$ cat src/rtl/axi_stream_pack2.sv
// Packs two consecutive DATA_WD AXI-stream beats into one 2*DATA_WD word, earlier beat in the upper half.
// Optional packet-end handling (s_last/m_last/m_keep, odd-beat padding) is enabled by defining AXIS_PACK_LAST_EN.
module axi_stream_pack2 #(
  parameter int unsigned DATA_WD = 4
`ifdef AXIS_PACK_LAST_EN
  ,
  parameter logic [DATA_WD-1:0] PAD_VALUE = '0
`endif
) (
  input  logic                 clk,
  input  logic                 rst,
  input  logic                 s_valid,
  input  logic [DATA_WD-1:0]   s_data,
  output logic                 s_ready,
`ifdef AXIS_PACK_LAST_EN
  input  logic                 s_last,
  output logic                 m_last,
  output logic [1:0]           m_keep,
`endif
  output logic                 m_valid,
  output logic [2*DATA_WD-1:0] m_data,
  input  logic                 m_ready
);

  localparam int unsigned OUT_WD = 2 * DATA_WD;

  typedef enum logic {
    ST_EMPTY = 1'b0,
    ST_HALF  = 1'b1
  } state_e;

  state_e              state_q, state_d;
  logic [DATA_WD-1:0]  half_data_q, half_data_d;
  logic                m_valid_q, m_valid_d;
  logic [OUT_WD-1:0]   m_data_q, m_data_d;
`ifdef AXIS_PACK_LAST_EN
  logic                m_last_q, m_last_d;
  logic [1:0]          m_keep_q, m_keep_d;
`endif

  logic out_free;
  logic s_ready_c;
  logic s_fire;

  // Handshake qualifiers; s_ready never looks at s_valid.
  always_comb begin
    out_free  = !m_valid_q || m_ready;
    s_ready_c = 1'b1;
    if (state_q == ST_HALF) begin
      s_ready_c = out_free;
    end
`ifdef AXIS_PACK_LAST_EN
    // A lone last beat is emitted straight away, so it needs the output slot.
    else if (s_last) begin
      s_ready_c = out_free;
    end
`endif
    s_fire = s_valid && s_ready_c;
  end

  assign s_ready = s_ready_c;

  // Next-state and output-register update.
  always_comb begin
    state_d     = state_q;
    half_data_d = half_data_q;
    m_valid_d   = m_valid_q;
    m_data_d    = m_data_q;
`ifdef AXIS_PACK_LAST_EN
    m_last_d    = m_last_q;
    m_keep_d    = m_keep_q;
`endif

    if (m_valid_q && m_ready) begin
      m_valid_d = 1'b0;
    end

    if (s_fire) begin
      unique case (state_q)
        ST_EMPTY: begin
`ifdef AXIS_PACK_LAST_EN
          if (s_last) begin
            m_valid_d = 1'b1;
            m_data_d  = {s_data, PAD_VALUE};
            m_last_d  = 1'b1;
            m_keep_d  = 2'b10;
          end else begin
            half_data_d = s_data;
            state_d     = ST_HALF;
          end
`else
          half_data_d = s_data;
          state_d     = ST_HALF;
`endif
        end
        ST_HALF: begin
          // Output slot is free here: s_ready already required out_free.
          m_valid_d = 1'b1;
          m_data_d  = {half_data_q, s_data};
          state_d   = ST_EMPTY;
`ifdef AXIS_PACK_LAST_EN
          m_last_d  = s_last;
          m_keep_d  = 2'b11;
`endif
        end
        default: state_d = ST_EMPTY;
      endcase
    end
  end

  always_ff @(posedge clk) begin
    if (rst) begin
      state_q     <= ST_EMPTY;
      half_data_q <= '0;
      m_valid_q   <= 1'b0;
      m_data_q    <= '0;
`ifdef AXIS_PACK_LAST_EN
      m_last_q    <= 1'b0;
      m_keep_q    <= 2'b00;
`endif
    end else begin
      state_q     <= state_d;
      half_data_q <= half_data_d;
      m_valid_q   <= m_valid_d;
      m_data_q    <= m_data_d;
`ifdef AXIS_PACK_LAST_EN
      m_last_q    <= m_last_d;
      m_keep_q    <= m_keep_d;
`endif
    end
  end

  assign m_valid = m_valid_q;
  assign m_data  = m_data_q;
`ifdef AXIS_PACK_LAST_EN
  assign m_last  = m_last_q;
  assign m_keep  = m_keep_q;
`endif

endmodule

$ cat config.mk
export PLATFORM = sky130hd
export DESIGN_NAME = axi_stream_pack2
export DESIGN_NICKNAME = d
export VERILOG_FILES = /design/src/rtl/axi_stream_pack2.sv
export SDC_FILE = /design/constraint.sdc
export NUM_CORES = 1
export LEC_CHECK = 0
export CAP_MARGIN = 20
export CORE_AREA = 4 4 41 43
export CTS_CLUSTER_DIAMETER = 120
export CTS_CLUSTER_SIZE = 30
export DETAILED_ROUTE_END_ITERATION = 10
export DIE_AREA = 0 0 45 47
export PLACE_DENSITY = 0.79
export SYNTH_ARGS = -nofsm -noshare
export SYNTH_HDL_FRONTEND = slang
export SYNTH_SLANG_ARGS = --single-unit
export TNS_END_PERCENT = 10
$ cat constraint.sdc
create_clock -name clk -period 2.1 [get_ports clk]
set_input_delay 0.42 -clock clk [delete_from_list [all_inputs] [get_ports clk]]
set_output_delay 0.42 -clock clk [all_outputs]
set_load 0.1 [all_outputs]
---- After elaboration in Yosys (flattened, before gate mapping) ----
Cells that the tools add are included.
word-level totals
  register bits ........................... 14
  input bits .............................. 8
  output and inout bits ................... 10
  logic and storage cells ................. 16
cells by class
  muxes and demuxes ....................... 5
  bitwise logic cells ..................... 1
  reductions and logical operators ........ 6
operators by type and width
  kind                                   count
  1-bit 2-to-1 mux                       4
  2-bit AND reduction                    2
  1-bit logical AND                      2
  1-bit one-hot mux with 2 select lines  1
  1-bit zero test                        1
  1-bit logical OR                       1
  1-bit inverter                         1

---- Logic depth before layout (Yosys ltp) ----
Gate-level depths: netlist of run 1.
  depth after elaboration ................. 5
  mapped depth ............................ 4
  mapped depth without buffers ............ 3

---- Worst setup path after synthesis of run 1 ----
Ideal clock, no wire load.
  path type ............................... reg2out
  start point ............................. reg m_valid_q (netlist: m_valid)
  end point ............................... out s_ready
  data arrival time ....................... 2,006 ps
  data required time ...................... 1,680 ps
  slack ................................... -326 ps
  stages on the path, launching flop included .. 2
  path buffers ............................ 0
  cell sequence ........................... dfxtp_1 -> nand3b_1
between the ends
  longest elaborated chain between the ends .. 3
ends and longest elaborated chain
  what                    RTL line  text
  start, declared         34        logic m_valid_q, m_valid_d;
  start signal, assigned  124       m_valid_q <= m_valid_d;
  1-bit zero test         47        out_free = !m_valid_q || m_ready;
  1-bit logical OR        47
  1-bit 2-to-1 mux        49        if (state_q == ST_HALF) begin
  end, declared           14        output logic s_ready,
Every way passes these cells.

---- Final worst setup path of run 1 ----
  start point ............................. in m_ready
  end point ............................... out s_ready
between the ends
  longest elaborated chain between the ends .. 2
ends and longest elaborated chain
  what              RTL line  text
  start, declared   22        input logic m_ready
  1-bit logical OR  47
  1-bit 2-to-1 mux  49
Every way passes these cells.

==> run_results.csv, run 1 <==
group,metric,value,unit
pwr,p_per_area,733,mW/mm^2
route,detail-route-antenna-nets,0,
floorplan,io_pins,18,
pwr,pwr-share-clk,32.6,%
pwr,pwr-share-comb,18.9,%
run_status,status,"completed",
placement,detailed_place.area,767,sq um
clock_tree,clock_sinks,14,
worst_setup_path,reg2reg_depth,3,
worst_setup_path,regToRegSetupSlack,1000,ps
synthesis,yosys-top-cells-area,"dfxtp_1 46%, mux2i_1 20%, nand2b_1 17%",
clock_tree,clk_pin_slew,90,ps
pwr,power.total,588,uW
clock_tree,cts_tree,"yes",
hold_path,hold-path-endpoint,"m_data[2]",
floorplan,die_area,0.00212,sq mm
clock_tree,cts-buffers-inserted,3,
route,first_pass_iters,3,
global_routing,gr-total-overflow,0,
synthesis,yosys_most_used_dff,"dfxtp_1",
route,drc,0,
sta,max_freq,595,MHz
route,drt_iter0_drc,7,
hold_path,hold-path-cell-count,2,
worst_setup_path,worstReg2RegEnd,"m_data[3]",
synthesis,syn_nets,66,
floorplan,start_util,46.7,%
hold_path,hp-class,"register to register",
synthesis,async_reset_ff_share,0,%
synthesis,synth_edf_count,0,
clock_tree,cts.path.max_buffers,2,
sta,hold_violations,0,
cells_and_area,antenna_cells,0,
pwr,p_seq_share,48.5,%
synthesis,synth_top_area_share,46.1,%
pwr,power.internal,426,uW
clock_tree,ctsHoldBuffers,0,
sta,period_share,80.0,%
pwr,vdd_drop_max,0.464,mV
worst_setup_path,arrival,1260,ps
synthesis,synth-seq-area-share,46.1,%
cells_and_area,syn2layout_area_growth,32.1,%
floorplan,coreArea,0.00130,sq mm
synthesis,synthCells,58,
synthesis,avgSynthCellArea,10.5,sq um
job,cap_violations,0,
clock_tree,insertion_delay,280,ps
placement,gp_congestion,0.637,
pwr,power.share.switching,27.7,%
global_routing,grt_pass1_wl,1.61,mm
cells_and_area,stdcell_area,803,sq um
sta,final-setup-viol-count,0,
clock_tree,cts_resized,0,
sta,rsz0062_at_grt,"false",
synthesis,synth_area,608,sq um
worst_setup_path,reg2reg_from,"state_q",
worst_setup_path,crit_path_end_kind,"output pin",
clock_tree,cts-root-buf,"clkbuf_4",
route,viasPerCell,4.65,
sta,clock_skew,3.71,ps
worst_setup_path,crit_type,"input pin to output pin",
synthesis,synth_cell_types,13,
worst_setup_path,crit_path_max_incr_delay,420,ps
synthesis,synthTopCellsByCount,"17 x nand2b_1, 14 x dfxtp_1, 12 x mux2i_1, 5 x nor2_1, 2 x clkbuf_1",
cells_and_area,drive_above_1_share,26.3,%
pwr,p_leak,0.340,nW
sta,worst_pin_slew,527,ps
global_routing,grt_pass1_vias,386,
route,drt-total-wl,1.02,mm
floorplan,die_x,45,um
hold_path,worstHoldStart,"m_data[2]",
sta,slew_headroom,64.8,%
floorplan,die_height,47,um
worst_setup_path,worst_path_max_delay_cell,"clkdlybuf4s50_1",
global_routing,antenna_found_initial,0,
synthesis,yosys_warnings,0,
cells_and_area,nets,85,
synthesis,synth_most_common_cell,"nand2b_1",
clock_tree,htreeDepth,1,
route,num_vias,423,
placement,dpl.hpwl,759,um
synthesis,synth_top_area_cell,"dfxtp_1",
route,wl_per_cell,11.2,um
worst_setup_path,crit_fanout,2,
global_routing,gr-usage-all-layers,11.1,%
worst_setup_path,path_buf_inv,2,
floorplan,row_count,13,
sta,drv_slew,0,
sta,finalSetupTns,0,ps
pwr,net-switching-power,163,uW
worst_setup_path,cp_cell_sequence,"clkdlybuf4s50_1 > nand3b_1 > buf_12",
worst_setup_path,critPathTopFamily,"buffers and inverters",
worst_setup_path,cp.required,1680,ps
synthesis,ys_ff_latch,14,
placement,numPortBuffers,17,
clock_tree,cts_setup_buffers,0,
sta,period_needed,1680,ps
global_routing,grt_max_degree,22,
worst_setup_path,start_kind,"input pin",
-- how the worst max path moves through the flow --
stage	start	to	slack, ps	cells past startpoint
after floorplan	m_valid	s_ready	150	1
after global placement	m_ready	s_ready	460	3
after detailed placement	m_ready	s_ready	420	3
after CTS	m_ready	s_ready	410	3
after global routing	m_ready	s_ready	370	3
final	m_ready	s_ready	420	3
-- registers in the layout, indices dropped and copies added, names as in the netlist --
register     cells
half_data_q      4
m_data           8
m_valid          1
state_q          1
-- layout make-up --
class                           instances  area [sq um]
Sequential cell                        14           282
Clock buffer                            4          36.3
Timing Repair Buffer                   18           165
Fill cell                             113           498
Multi-Input combinational cell         40           302
Tap cell                               15          18.8
-- power by group through the flow --
stage | combinational [mW] | sequential (mW) | clock, mW
global placement | 0.110 | 0.291 | 0
detailed placement | 0.112 | 0.292 | 0
global route | 0.117 | 0.287 | 0.212
finish | 0.111 | 0.285 | 0.192
CTS | 0.112 | 0.286 | 0.196
floorplan | 0.0442 | 0.331 | 0
-- kinds of logic after synthesis --
kind of cell	share of synthesized area, %
buffers and inverters	4.32
muxes	19.8
DFF	46.1
and+or+nand+nor	29.0
AOI/OAI and AO/OA	0.822
-- worst min-delay path, cell delays in order, from the launching register on --
cell,delay (ps)
dfxtp_1,320
nand2b_1,60
mux2i_1,60
-- cell usage in the layout (no fill, tap or decap) --
| cell type | netlist | layout |
|---|---|---|
| buf_12 | 0 | 1 |
| buf_4 | 1 | 10 |
| clkbuf_8 | 0 | 1 |
| nand3b_1 | 1 | 1 |
| nand2b_4 | 1 | 1 |
| dfxtp_2 | 0 | 1 |
| nor2_1 | 5 | 5 |
| nand2_2 | 1 | 1 |
| clkdlybuf4s50_1 | 0 | 7 |
| nor2b_4 | 1 | 1 |
| clkbuf_4 | 0 | 3 |
| nand2b_1 | 17 | 17 |
| a21oi_1 | 1 | 1 |
| mux2i_1 | 12 | 12 |
| nor3_2 | 1 | 1 |
| dfxtp_1 | 14 | 13 |
-- metal layers --
| layer | GRT usage, % | up-vias | part of all wire [%] |
|---|---|---|---|
| li1 | - | 224 | - |
| met4 | 8.77 | 0 | 2.7 |
| met1 | 14.5 | 182 | 50 |
| met2 | 15.0 | 13 | 41 |
| met5 | 0 | - | 0 |
| met3 | 3.45 | 4 | 6.1 |
-- through the flow --
| stage | setup slack (ps) | util, % | instances | hold WS, ps |
|---|---|---|---|---|
| final | 419 | 61.7 | 91 | 477 |
| after global routing | 373 | 61.7 | 91 | 499 |
| after CTS | 408 | 61.7 | 91 | 483 |
| after detailed placement | 415 | 58.9 | 87 | 461 |
| after global placement | 458 | 58.9 | 87 | 462 |
| after floorplan | 152 | - | 58 | 452 |
(Power assumes the default switching activity.)
==> run 2, diff against run 1 <==
CORE_AREA = unset   (was 4 4 41 43)
CORE_MARGIN = 4   (was unset)
CORE_UTILIZATION = 44   (was unset)
DIE_AREA = unset   (was 0 0 45 47)
PLACE_DENSITY = 0.76   (was 0.79)
clock period = 1.7 ns   (was 2.1 ns; I/O delays follow)
==> run 2 against run 1 <==
  * Register-to-register slack worse by 390 ps
  * Critical path type unchanged
  * Worst setup slack worse by 230 ps
  * Global-route usage is 0.14 points higher
  * Clock-buffer cell count stayed put
  * Clock skew is 0.78 ps lower
  * First-iteration DRC count stayed put
  * Wire length is 1.8% higher
  * Final cell count stayed put
  * Critical path depth stayed put
  * Design area is 13% higher
==> run_results.csv, run 2 (synthesis results as in run 1) <==
group,metric,value,unit
sta,period_needed,1510,ps
pwr,p_leak,0.360,nW
route,num_vias,420,
clock_tree,clock_sinks,14,
pwr,pwr-share-comb,22.1,%
placement,placedCellCount,87,
cells_and_area,ff_latch_area,284,sq um
sta,finalSetupTns,0,ps
cells_and_area,final_cells,91,
route,drt-total-wl,1.04,mm
placement,dpl.hpwl,795,um
job,cap_violations,0,
route,first_pass_iters,4,
worst_setup_path,cp_cell_sequence,"clkdlybuf4s50_1 > nand3b_1 > buf_12",
clock_tree,cts-buffers-inserted,3,
worst_setup_path,reg2reg_depth,3,
hold_path,hold-path-cell-count,2,
floorplan,die_area,0.00204,sq mm
route,detail-route-antenna-nets,0,
sta,slew_headroom,64.9,%
worst_setup_path,reg2reg_from,"state_q",
clock_tree,insertion_delay,270,ps
sta,setup_slack,192,ps
worst_setup_path,worst_path_max_delay_cell,"clkdlybuf4s50_1",
pwr,power.total,699,uW
worst_setup_path,regToRegSetupSlack,610,ps
cells_and_area,multi_input_area,302,sq um
placement,dp_slack,118,ps
clock_tree,htreeDepth,1,
route,wl_per_cell,11.4,um
clock_tree,cts.path.max_buffers,2,
global_routing,grt_pass1_vias,381,
worst_setup_path,crit_type,"input pin to output pin",
sta,max_freq,663,MHz
sta,worst_pin_slew,524,ps
global_routing,grt_max_degree,22,
clock_tree,ctsHoldBuffers,0,
sta,hold_violations,0,
cells_and_area,drive_above_1_share,25.0,%
worst_setup_path,worstReg2RegEnd,"m_data[2]",
sta,period_share,88.7,%
placement,gp_congestion,0.677,
clock_tree,cts_setup_buffers,0,
floorplan,row_count,13,
worst_setup_path,cp.required,1360,ps
clock_tree,cts_resized,0,
cells_and_area,final_cell_mix,"17 x nand2b_1, 13 x dfxtp_1, 12 x mux2i_1, 10 x buf_12, 7 x clkdlybuf4s50_1",
run_status,status,"completed",
worst_setup_path,crit_path_max_incr_delay,420,ps
worst_setup_path,critPathTopFamily,"buffers and inverters",
pwr,p_per_area,769,mW/mm^2
sta,clock_skew,2.94,ps
worst_setup_path,start_kind,"input pin",
worst_setup_path,crit_fanout,2,
placement,numPortBuffers,17,
cells_and_area,antenna_cells,0,
worst_setup_path,arrival,1170,ps
worst_setup_path,path_buf_inv,2,
pwr,pwr-share-clk,27.1,%
global_routing,antenna_found_initial,0,
pwr,vdd_drop_max,0.621,mV
cells_and_area,post-route-util,69.8,%
cells_and_area,syn2layout_area_growth,49.4,%
global_routing,grt_pass1_wl,1.65,mm
global_routing,gr-usage-all-layers,11.2,%
pwr,net-switching-power,197,uW
hold_path,worstHoldStart,"half_data_q[2]",
route,viasPerCell,4.62,
sta,rsz0062_at_grt,"false",
floorplan,start_util,46.7,%
floorplan,io_pins,18,
clock_tree,cts_tree,"yes",
floorplan,die_x,45.2,um
clock_tree,cts-root-buf,"clkbuf_4",
worst_setup_path,crit_path_end_kind,"output pin",
cells_and_area,largest_register_ffs,8,
global_routing,gr-total-overflow,0,
cells_and_area,fillers,102,
floorplan,coreArea,0.00130,sq mm
pwr,power.share.switching,28.1,%
hold_path,hp-class,"register to register",
floorplan,die_height,45.2,um
hold_path,hold-path-endpoint,"m_data[6]",
pwr,p_seq_share,50.8,%
cells_and_area,nets,85,
clock_tree,clk_pin_slew,80,ps
pwr,power.internal,502,uW
sta,drv_slew,0,
route,drt_iter0_drc,7,
sta,final-setup-viol-count,0,
route,drc,0,
cells_and_area,final_common_cell,"nand2b_1",
## run 2: final cells by class
cell class / instances / share of cell area, %
Clock buffer: 4 / 2.89
Sequential cell: 14 / 31.3
Tap cell: 15 / 2.07
Timing Repair Buffer: 18 / 30.6
Multi-Input combinational cell: 40 / 33.2
## run 2: worst max path at each step
stage | from | cells after the start | end | slack [ps]
finish | m_ready | 3 | s_ready | 190
global route | m_ready | 3 | s_ready | 150
CTS | m_ready | 3 | s_ready | 190
detailed placement | m_ready | 4 | m_data[3] | 120
global placement | s_valid | 4 | m_data[1] | 120
floorplan | m_valid | 1 | s_ready | 30
## run 2: per-layer routing
| layer | global-route usage [%] | wire (um) | vias to the layer above |
|---|---|---|---|
| met5 | 0 | 0 | - |
| met4 | 3.51 | 0 | 0 |
| met3 | 5.18 | 81 | 0 |
| met2 | 18.1 | 488 | 14 |
| met1 | 13.1 | 470 | 181 |
| li1 | - | - | 225 |
## run 2: through the flow
step                      hold slack [ps]  cell area (sq um)
after global placement                462                882
after CTS                             483                908
after floorplan                       452                612
after global routing                  514                908
after detailed placement              472                882
final                                 480                908
## run 2: worst register-to-register path: cells and delay by family, from the launching register on
kind	cells	cell delay, ps
AND/OR/NAND/NOR	2	410
flip-flops	1	380
multiplexers	1	230
## run 2: power by group through the flow
| stage | clock network, mW | logic (mW) | registers [mW] |
|---|---|---|---|
| floorplan | 0 | 0.0545 | 0.408 |
| global placement | 0 | 0.153 | 0.362 |
| detailed placement | 0 | 0.156 | 0.363 |
| CTS | 0.198 | 0.156 | 0.355 |
| global route | 0.214 | 0.162 | 0.357 |
| finish | 0.189 | 0.155 | 0.355 |
==> run 3, diff against run 2 <==
SETUP_SLACK_MARGIN = 0.4   (was unset)
==> run 3 against run 2 <==
  * Clock power about the same
  * Largest power group unchanged
  * Sequential power is essentially flat
  * Clock skew about the same
  * Maximum frequency up 18%
  * First-iteration DRC count rose by 57%
  * Combinational power is 9% higher
  * Power grew 1.9%
  * Design area up 5.1%
  * Worst setup slack better by 230 ps
  * Die area unchanged
==> run_results.csv, run 3 (synthesis results as in run 1) <==
group,metric,value,unit
clock_tree,htreeDepth,1,
sta,period_share,75.3,%
hold_path,worstHoldStart,"m_ready",
placement,dp_slack,118,ps
clock_tree,ctsHoldBuffers,0,
pwr,vdd_drop_max,0.628,mV
global_routing,grt_max_degree,22,
route,num_vias,442,
route,drc,0,
hold_path,hp-class,"input pin to register",
global_routing,gr-usage-all-layers,11.5,%
route,viasPerCell,4.65,
cells_and_area,fillers,97,
placement,gp_congestion,0.677,
sta,worst_pin_slew,530,ps
clock_tree,cts-root-buf,"clkbuf_4",
worst_setup_path,crit_path_end_kind,"output pin",
clock_tree,cts_tree,"yes",
sta,period_needed,1280,ps
pwr,pwr-share-clk,26.8,%
placement,dpl.hpwl,795,um
route,detail-route-antenna-nets,0,
global_routing,grt_pass1_vias,400,
worst_setup_path,path_buf_inv,1,
floorplan,die_x,45.2,um
route,wl_per_cell,11.8,um
sta,setup_slack,419,ps
clock_tree,insertion_delay,270,ps
sta,drv_slew,0,
floorplan,io_pins,18,
pwr,power.internal,512,uW
worst_setup_path,crit_fanout,3,
cells_and_area,antenna_cells,0,
cells_and_area,final_common_cell,"nand2b_1",
placement,detailed_place.area,882,sq um
worst_setup_path,endpoint,"s_ready",
pwr,power.share.switching,28.2,%
floorplan,start_util,46.7,%
worst_setup_path,crit_cells,2,
clock_tree,cts.path.max_buffers,2,
route,drt_iter0_drc,11,
worst_setup_path,crit_path_max_incr_delay,350,ps
placement,numPortBuffers,17,
cells_and_area,nets,89,
worst_setup_path,cp.required,1360,ps
clock_tree,clk_pin_slew,80,ps
sta,hold_violations,0,
sta,final-setup-viol-count,0,
worst_setup_path,critPathTopFamily,"flip-flops",
worst_setup_path,crit_type,"register to output pin",
worst_setup_path,crit_path_start,"m_valid",
global_routing,antenna_found_initial,0,
cells_and_area,stdcell_area,955,sq um
route,drt-total-wl,1.12,mm
run_status,status,"completed",
floorplan,row_count,13,
sta,hold_slack,467,ps
cells_and_area,drive_above_1_share,30.0,%
sta,finalSetupTns,0,ps
floorplan,die_height,45.2,um
global_routing,gr-total-overflow,0,
pwr,net-switching-power,201,uW
pwr,pwr-share-comb,23.7,%
worst_setup_path,reg2reg_depth,4,
cells_and_area,final_cell_mix,"17 x nand2b_1, 12 x mux2i_1, 12 x dfxtp_1, 11 x buf_12",
pwr,p_leak,0.395,nW
worst_setup_path,cp_cell_sequence,"nand3b_1 > buf_12",
clock_tree,cts-buffers-inserted,3,
cells_and_area,syn2layout_area_growth,57.0,%
floorplan,coreArea,0.00130,sq mm
sta,max_freq,781,MHz
pwr,power.total,712,uW
global_routing,grt_pass1_wl,1.70,mm
worst_setup_path,reg2reg_from,"state_q",
route,first_pass_iters,3,
worst_setup_path,arrival,940,ps
worst_setup_path,worst_path_max_delay_cell,"dfxtp_4",
worst_setup_path,worstReg2RegEnd,"half_data_q[2]",
floorplan,die_area,0.00204,sq mm
sta,rsz0062_at_grt,"true",
cells_and_area,largest_register_ffs,8,
job,cap_violations,0,
sta,slew_headroom,64.6,%
worst_setup_path,regToRegSetupSlack,580,ps
worst_setup_path,start_kind,"register",
pwr,p_per_area,746,mW/mm^2
sta,clock_skew,3.02,ps
pwr,p_seq_share,49.6,%
clock_tree,clock_sinks,14,
==> run 3: through the flow <==
stage	cells	util [%]
floorplan	58	-
global placement	87	67.8
detailed placement	87	67.8
CTS	94	71.6
global route	95	73.4
finish	95	73.4
==> run 3: timing repair <==
| action | in CTS | in global routing |
|---|---|---|
| setup buffers | 3 | 1 |
| pin swaps | 1 | 0 |
| endpoints found under the setup margin | 3 | 10 |
| resized for setup | 3 | 1 |
==> run 3: worst reg2reg max path, delay by kind of cell (launching register included) <==
family,cells,cell delay [ps]
flip-flops,1,330
AND/OR/NAND/NOR,2,300
multiplexers,1,240
buffers and inverters,1,110
==> run 3: final cells by class <==
cell class	instances	area (sq um)	share of cell area, %
Multi-Input combinational cell	40	302	31.6
Sequential cell	14	285	29.9
Clock buffer	4	26.3	2.75
Timing Repair Buffer	22	323	33.8
Tap cell	15	18.8	1.97
==> run 3: worst min path at each step <==
stage / endpoint / slack [ps] / depth (start not counted)
after global routing: m_valid / 480 / 3
after detailed placement: m_data[6] / 470 / 2
after floorplan: m_data[4] / 450 / 2
final: m_valid / 470 / 3
after global placement: m_data[6] / 460 / 2
after CTS: m_valid / 440 / 3
==> run 3: per-layer routing <==
| layer | part of all wire [%] | vias to the layer above | GRT usage (%) |
|---|---|---|---|
| met5 | 0 | - | 0 |
| met4 | 0 | 0 | 3.51 |
| met3 | 6.7 | 0 | 5.18 |
| met2 | 50 | 12 | 18.6 |
| met1 | 44 | 197 | 13.6 |
| li1 | - | 233 | - |
==> run 3: power by group through the flow <==
stage               Sequential, mW  Clock, mW  Combinational (mW)
floorplan                    0.408          0              0.0545
global placement             0.362          0               0.153
detailed placement           0.363          0               0.156
CTS                          0.353      0.198               0.164
global route                 0.355      0.214               0.176
finish                       0.353      0.191               0.169
